## config.mk

```make
export PLATFORM = sky130hd
export DESIGN_NAME = rgb_division_flat
export DESIGN_NICKNAME = d
export VERILOG_FILES = /design/src/rtl/rgb_division_if.sv /design/src/rtl/rgb_division.sv /design/src/flat_wrapper.sv
export SDC_FILE = /design/constraint.sdc
export NUM_CORES = 1
export LEC_CHECK = 0
export BUFFER_PORTS_ARGS = -buffer_cell sky130_fd_sc_hd__buf_2
export CORE_MARGIN = 1.5
export CORE_UTILIZATION = 51
export DETAILED_ROUTE_END_ITERATION = 7
export PLACE_DENSITY = 0.85
export SLEW_MARGIN = 40
export SYNTH_ARGS = -nofsm -noshare
export SYNTH_HDL_FRONTEND = slang
export SYNTH_SLANG_ARGS = --single-unit
```

## constraint.sdc

```tcl
create_clock -name clk -period 2.15 [get_ports clk]
set_clock_uncertainty 0.05 [all_clocks]
set_input_delay 0.3225 -clock clk [delete_from_list [all_inputs] [get_ports clk]]
set_output_delay 0.3225 -clock clk [all_outputs]
set_load 0.02 [all_outputs]
```

## src/rtl/rgb_division_if.sv

```systemverilog
// Request/response bundle for the colour-channel divider: start/a/b in, busy/result/valid out.
interface rgb_division_if;
  logic       start;
  logic [7:0] a;
  logic [7:0] b;
  logic       busy;
  logic [7:0] result;
  logic       valid;

  modport master (output start, a, b, input busy, result, valid);
  modport slave  (input start, a, b, output busy, result, valid);
endinterface

```

## src/rtl/rgb_division.sv

```systemverilog
// Iterative restoring divider: result = min(255, floor(a*256/b)), optional round half-up,
// fixed latency of 8/BITS_PER_CYCLE + 1 cycles from the accepting edge.
module rgb_division #(
  parameter int unsigned BITS_PER_CYCLE = 1,
  parameter bit          ROUND          = 1'b0
) (
  input  logic         clk,
  input  logic         rst,
  rgb_division_if.slave bus
);

  localparam int unsigned K = 8 / BITS_PER_CYCLE;

  typedef enum logic [1:0] {IDLE, DIV, FINISH} state_t;

  state_t     r_state;
  state_t     w_next;
  logic [8:0] r_rem;
  logic [7:0] r_b;
  logic [7:0] r_q;
  logic [3:0] r_cnt;
  logic       r_sat;
  logic [7:0] r_result;
  logic       r_valid;

  logic [8:0] w_rem;
  logic [7:0] w_q;
  logic [9:0] w_rem2;
  logic       w_round_up;
  logic [7:0] w_final;

  always_ff @(posedge clk) begin
    if (rst) r_state <= IDLE;
    else     r_state <= w_next;
  end

  always_comb begin
    w_next = r_state;
    case (r_state)
      IDLE:    if (bus.start) w_next = DIV;
      DIV:     if (r_cnt == 4'd1) w_next = FINISH;
      FINISH:  w_next = IDLE;
      default: w_next = IDLE;
    endcase
  end

  // Remainder stays below b between steps, so the doubled value always fits in 9 bits.
  always_comb begin
    w_rem = r_rem;
    w_q   = r_q;
    for (int unsigned i = 0; i < BITS_PER_CYCLE; i++) begin
      w_rem = {w_rem[7:0], 1'b0};
      if (w_rem >= {1'b0, r_b}) begin
        w_rem = w_rem - {1'b0, r_b};
        w_q   = {w_q[6:0], 1'b1};
      end else begin
        w_q   = {w_q[6:0], 1'b0};
      end
    end
  end

  always_comb begin
    w_rem2     = {r_rem, 1'b0};
    w_round_up = ROUND && (w_rem2 >= {2'b00, r_b}) && (r_q != 8'hFF);
    if (r_sat)           w_final = 8'hFF;
    else if (w_round_up) w_final = r_q + 8'd1;
    else                 w_final = r_q;
  end

  always_ff @(posedge clk) begin
    if (rst) begin
      r_rem    <= '0;
      r_b      <= '0;
      r_q      <= '0;
      r_cnt    <= '0;
      r_sat    <= 1'b0;
      r_result <= '0;
      r_valid  <= 1'b0;
    end else begin
      r_valid <= 1'b0;
      case (r_state)
        IDLE: begin
          if (bus.start) begin
            r_b   <= bus.b;
            r_sat <= (bus.b == 8'd0) || (bus.a >= bus.b);
            r_rem <= ((bus.b == 8'd0) || (bus.a >= bus.b)) ? 9'd0 : {1'b0, bus.a};
            r_q   <= '0;
            r_cnt <= 4'(K);
          end
        end
        DIV: begin
          r_rem <= w_rem;
          r_q   <= w_q;
          r_cnt <= r_cnt - 4'd1;
        end
        FINISH: begin
          r_result <= w_final;
          r_valid  <= 1'b1;
        end
        default: ;
      endcase
    end
  end

  assign bus.busy   = (r_state != IDLE);
  assign bus.result = r_result;
  assign bus.valid  = r_valid;

endmodule

```

## src/flat_wrapper.sv

```systemverilog
// flat-port wrapper written by rule: the top's interface ports become plain ports
module rgb_division_flat 
#(
  parameter int unsigned BITS_PER_CYCLE = 1,
  parameter bit          ROUND          = 1'b0
)
  (clk, rst, bus_start, bus_a, bus_b, bus_busy, bus_result, bus_valid);
  rgb_division_if bus_i ();
  input  logic clk;
  input  logic rst;
  input wire logic [$bits(bus_i.start)-1:0] bus_start;
  input wire logic [$bits(bus_i.a)-1:0] bus_a;
  input wire logic [$bits(bus_i.b)-1:0] bus_b;
  output wire logic [$bits(bus_i.busy)-1:0] bus_busy;
  output wire logic [$bits(bus_i.result)-1:0] bus_result;
  output wire logic [$bits(bus_i.valid)-1:0] bus_valid;
  assign bus_i.start = bus_start;
  assign bus_i.a = bus_a;
  assign bus_i.b = bus_b;
  assign bus_busy = bus_i.busy;
  assign bus_result = bus_i.result;
  assign bus_valid = bus_i.valid;
  rgb_division #(.BITS_PER_CYCLE(BITS_PER_CYCLE), .ROUND(ROUND)) u_core (.clk(clk), .rst(rst), .bus(bus_i));
endmodule
```

==> run_results.csv <==
group,metric,value,unit
setup_path,required,2.33,ns
synth,synthTopCellsByCount,"dfxtp_1 (40), nor2_1 (30), nand2_1 (25)",
run,cap_violations,0,
power_and_ir_drop,swShare,33.4,%
grt,grt_pass1_vias,1801,
floorplan,start_util,53.3,%
floorplan,core,0.00400,mm2
worst_hold_path,hold_end,"u_core.r_b[6]",
drt,route.detailed.drc,0,
drt,vias,1888,
synth,synth_warnings,0,
cts,ctsLongestPathBuffers,2,
setup_path,r2r-start,"u_core.r_rem[0]",
setup_path,reg2reg_setup_slack,0.01,ns
sta,timing.final.hold_violations,0,
synth,yosysUniqueCellTypes,49,
drt,postRouteAntennaNets,0,
cts,clock_latency,0.31,ns
synth,synth_top_cell_area_share,37.6,%
final_layout,fin_nets,319,
drt,wl_per_cell,15.5,um
cts,htree_levels,2,
synth,synthTopCellsByArea,"dfxtp_1 (38%), ha_1 (11%), nor2_1 (5.3%)",
sta,slew_viol_final,0,
final_layout,synthToLayoutAreaGrowth,19.4,%
synth,netlist_instances,251,
worst_hold_path,hold_depth,3,
final_layout,final_cells,332,
floorplan,die_w,67.7,um
status,status,"finished clean",
setup_path,end_kind,"register",
sta,fmax,468,MHz
sta,finalSetupViolations,0,
synth,ys_seq_area_share,37.6,%
power_and_ir_drop,pwr-share-seq,36.8,%
synth,synth_top_flop_cell,"dfxtp_1",
grt,antenna_found_initial,0,
setup_path,worstSetupPathType,"register to register",
synth,syn-cell-area,0.00213,mm2
sta,post-route-period-util,99.3,%
placement,place_inst,322,
placement,numPortBuffers,28,
synth,yosysMostFrequentCell,"dfxtp_1",
worst_hold_path,worst_hold_startpoint,"bus_b[6]",
setup_path,cp_slowest_cell,"or3_4",
drt,via_per_inst,5.69,
power_and_ir_drop,power.switching,0.767,mW
floorplan,die_h,67.7,um
power_and_ir_drop,pwr-share-comb,35.2,%
grt,grt_max_degree,25,
grt,grt_pass1_wl,7780,um
cts,clock-root-buffer,"clkbuf_8",
sta,tightest_slew,0.523,ns
floorplan,num_io_pins,29,
setup_path,cp-start-kind,"register",
setup_path,rr_endpoint,"u_core.r_rem[6]",
placement,gp_congestion,0.942,
power_and_ir_drop,clockPowerShare,28.0,%
setup_path,critPathArrivalTime,2.32,ns
synth,synthArstFlopShare,0,%
setup_path,crit_chain,"buf_4, ha_4, ha_4, nand3_2, nor3_2, a2111o_1, a21oi_2, buf_6, or3_4, a31oi_1",
cts,cts_tree,"built",
cts,clkSlewWorstSetupHoldPaths,0.09,ns
power_and_ir_drop,finalPower,2.30,mW
grt,grt-ovfl-total,0,
drt,drt_iter0_markers,121,
power_and_ir_drop,internal-power,1.53,mW
sta,fin_tns_setup,0,ns
synth,synth_fp_nets,289,
cts,clkSinkCount,40,
floorplan,die_area,0.00458,mm2
setup_path,crit_top_cell,"ha_4",
drt,totalWireLength,5140,um
setup_path,critPathMaxStageDelay,0.36,ns
power_and_ir_drop,p_per_area,902,mW/mm2
worst_hold_path,worstHoldPathType,"primary input to register",
cts,cts_made_buffers,5,
synth,synth_seq_cells,40,
power_and_ir_drop,ir_drop,0.000410,V
setup_path,rr_worst_depth,10,
final_layout,diodes,0,
final_layout,final_util,63.6,%
setup_path,cp_max_fo,6,
final_layout,layout-drive-gt1-share,23.0,%
drt,firstDrtPassIters,4,
sta,fin_crit,2.14,ns
placement,dp_hpwl,3590,um
synth,yosysTopAreaCell,"dfxtp_1",
grt,track_usage,22.7,%
power_and_ir_drop,power.leakage,1.08,nW
sta,relSlewSlack,65.0,%
synth,syn_area_per_cell,8.49,um2
floorplan,row_count,23,
synth,synth-edff-count,0,
-- per-layer routing --
| layer | track usage, % | vias to the layer above | share of wire [%] | wire length (um) |
|---|---|---|---|---|
| li1 | - | 947 | - | - |
| met1 | 27.5 | 888 | 43 | 2230 |
| met2 | 38.0 | 41 | 50 | 2570 |
| met3 | 4.33 | 12 | 4.0 | 204 |
| met4 | 12.0 | 0 | 2.8 | 145 |
| met5 | 0 | - | 0 | 0 |
-- worst max path at each step --
stage                          from         endpoint  cells after the start
floorplan             u_core.r_b[1]  u_core.r_rem[2]                     10
global placement      u_core.r_b[1]  u_core.r_rem[2]                     10
detailed placement    u_core.r_b[1]  u_core.r_rem[2]                     10
CTS                   u_core.r_b[1]  u_core.r_rem[4]                     10
global route        u_core.r_rem[0]  u_core.r_rem[6]                     10
finish              u_core.r_rem[0]  u_core.r_rem[6]                     10
-- logic make-up after synthesis --
logic type,count (synthesis),synth area share [%]
multiplexers,6,2.82
buffers and inverters,33,6.22
AO/OA/AOI/OAI,70,23.5
adder cells (fa/ha/maj),19,11.5
AND/OR/NAND/NOR,79,16.8
flip-flops,40,37.6
XOR/XNOR,4,1.64
-- worst max-delay path: cells and delay by family (launching register included) --
kind | cells | cell delay [ns]
buffers and inverters | 2 | 0.29
AND/OR/NAND/NOR | 3 | 0.65
flip-flops | 1 | 0.33
AO/OA/AOI/OAI | 3 | 0.36
adder cells (fa/ha/maj) | 2 | 0.39
-- layout by cell type, fill, tap and decap left out, types with 4 or more instances in the layout --
master / Yosys / layout
dfxtp_1: 40 / 38
nor2_1: 30 / 30
buf_2: 1 / 28
nand2_1: 25 / 25
inv_1: 21 / 20
a21oi_1: 18 / 18
ha_1: 18 / 11
a211oi_1: 9 / 9
a22o_1: 7 / 7
mux2i_1: 6 / 6
a22oi_1: 6 / 6
buf_4: 0 / 6
ha_4: 0 / 5
clkbuf_8: 0 / 5
nor2b_1: 4 / 4
nor3_1: 5 / 4
o22ai_1: 5 / 4
-- what timing repair did --
item                       4_1_cts  5_1_grt
resized for setup                3       14
hold buffers                     0        0
setup endpoints to repair        6        9
setup buffers                    0        2
pin swaps                        2        6
-- per-stage QoR --
stage                     cell area (um2)  hold WS (ns)  worst slack [ns]
after floorplan                      2130         0.386            0.0725
after global placement               2320         0.392            0.0114
after detailed placement             2320         0.399           -0.0568
after CTS                            2450         0.216           0.00707
after global routing                 2540         0.240           -0.0635
final                                2540         0.220            0.0147
-- state kept, by name, summed over array words and instances (netlist names) --
name               count
u_core.bus.valid       1
u_core.r_b             8
u_core.r_cnt           4
u_core.r_state         2
u_core.bus.result      8
u_core.r_rem           8
u_core.r_sat           1
u_core.r_q             8
-- power by group through the flow --
stage | Clock, mW | Sequential [mW] | Combinational, mW
after detailed placement | 0 | 0.856 | 0.703
after floorplan | 0 | 0.843 | 0.561
after global routing | 0.674 | 0.851 | 0.874
after CTS | 0.645 | 0.840 | 0.728
final | 0.643 | 0.845 | 0.808
after global placement | 0 | 0.852 | 0.683
-- layout make-up --
cell class | count | area (um2)
fill | 345 | 1460
multi-input combinational | 178 | 1290
sequential | 40 | 803
timing repair buffer | 35 | 196
inverter | 21 | 78.8
clock buffer | 5 | 68.8
tap | 50 | 62.6
clock inverter | 3 | 46.3
Power figures use the tool's default switching activity.
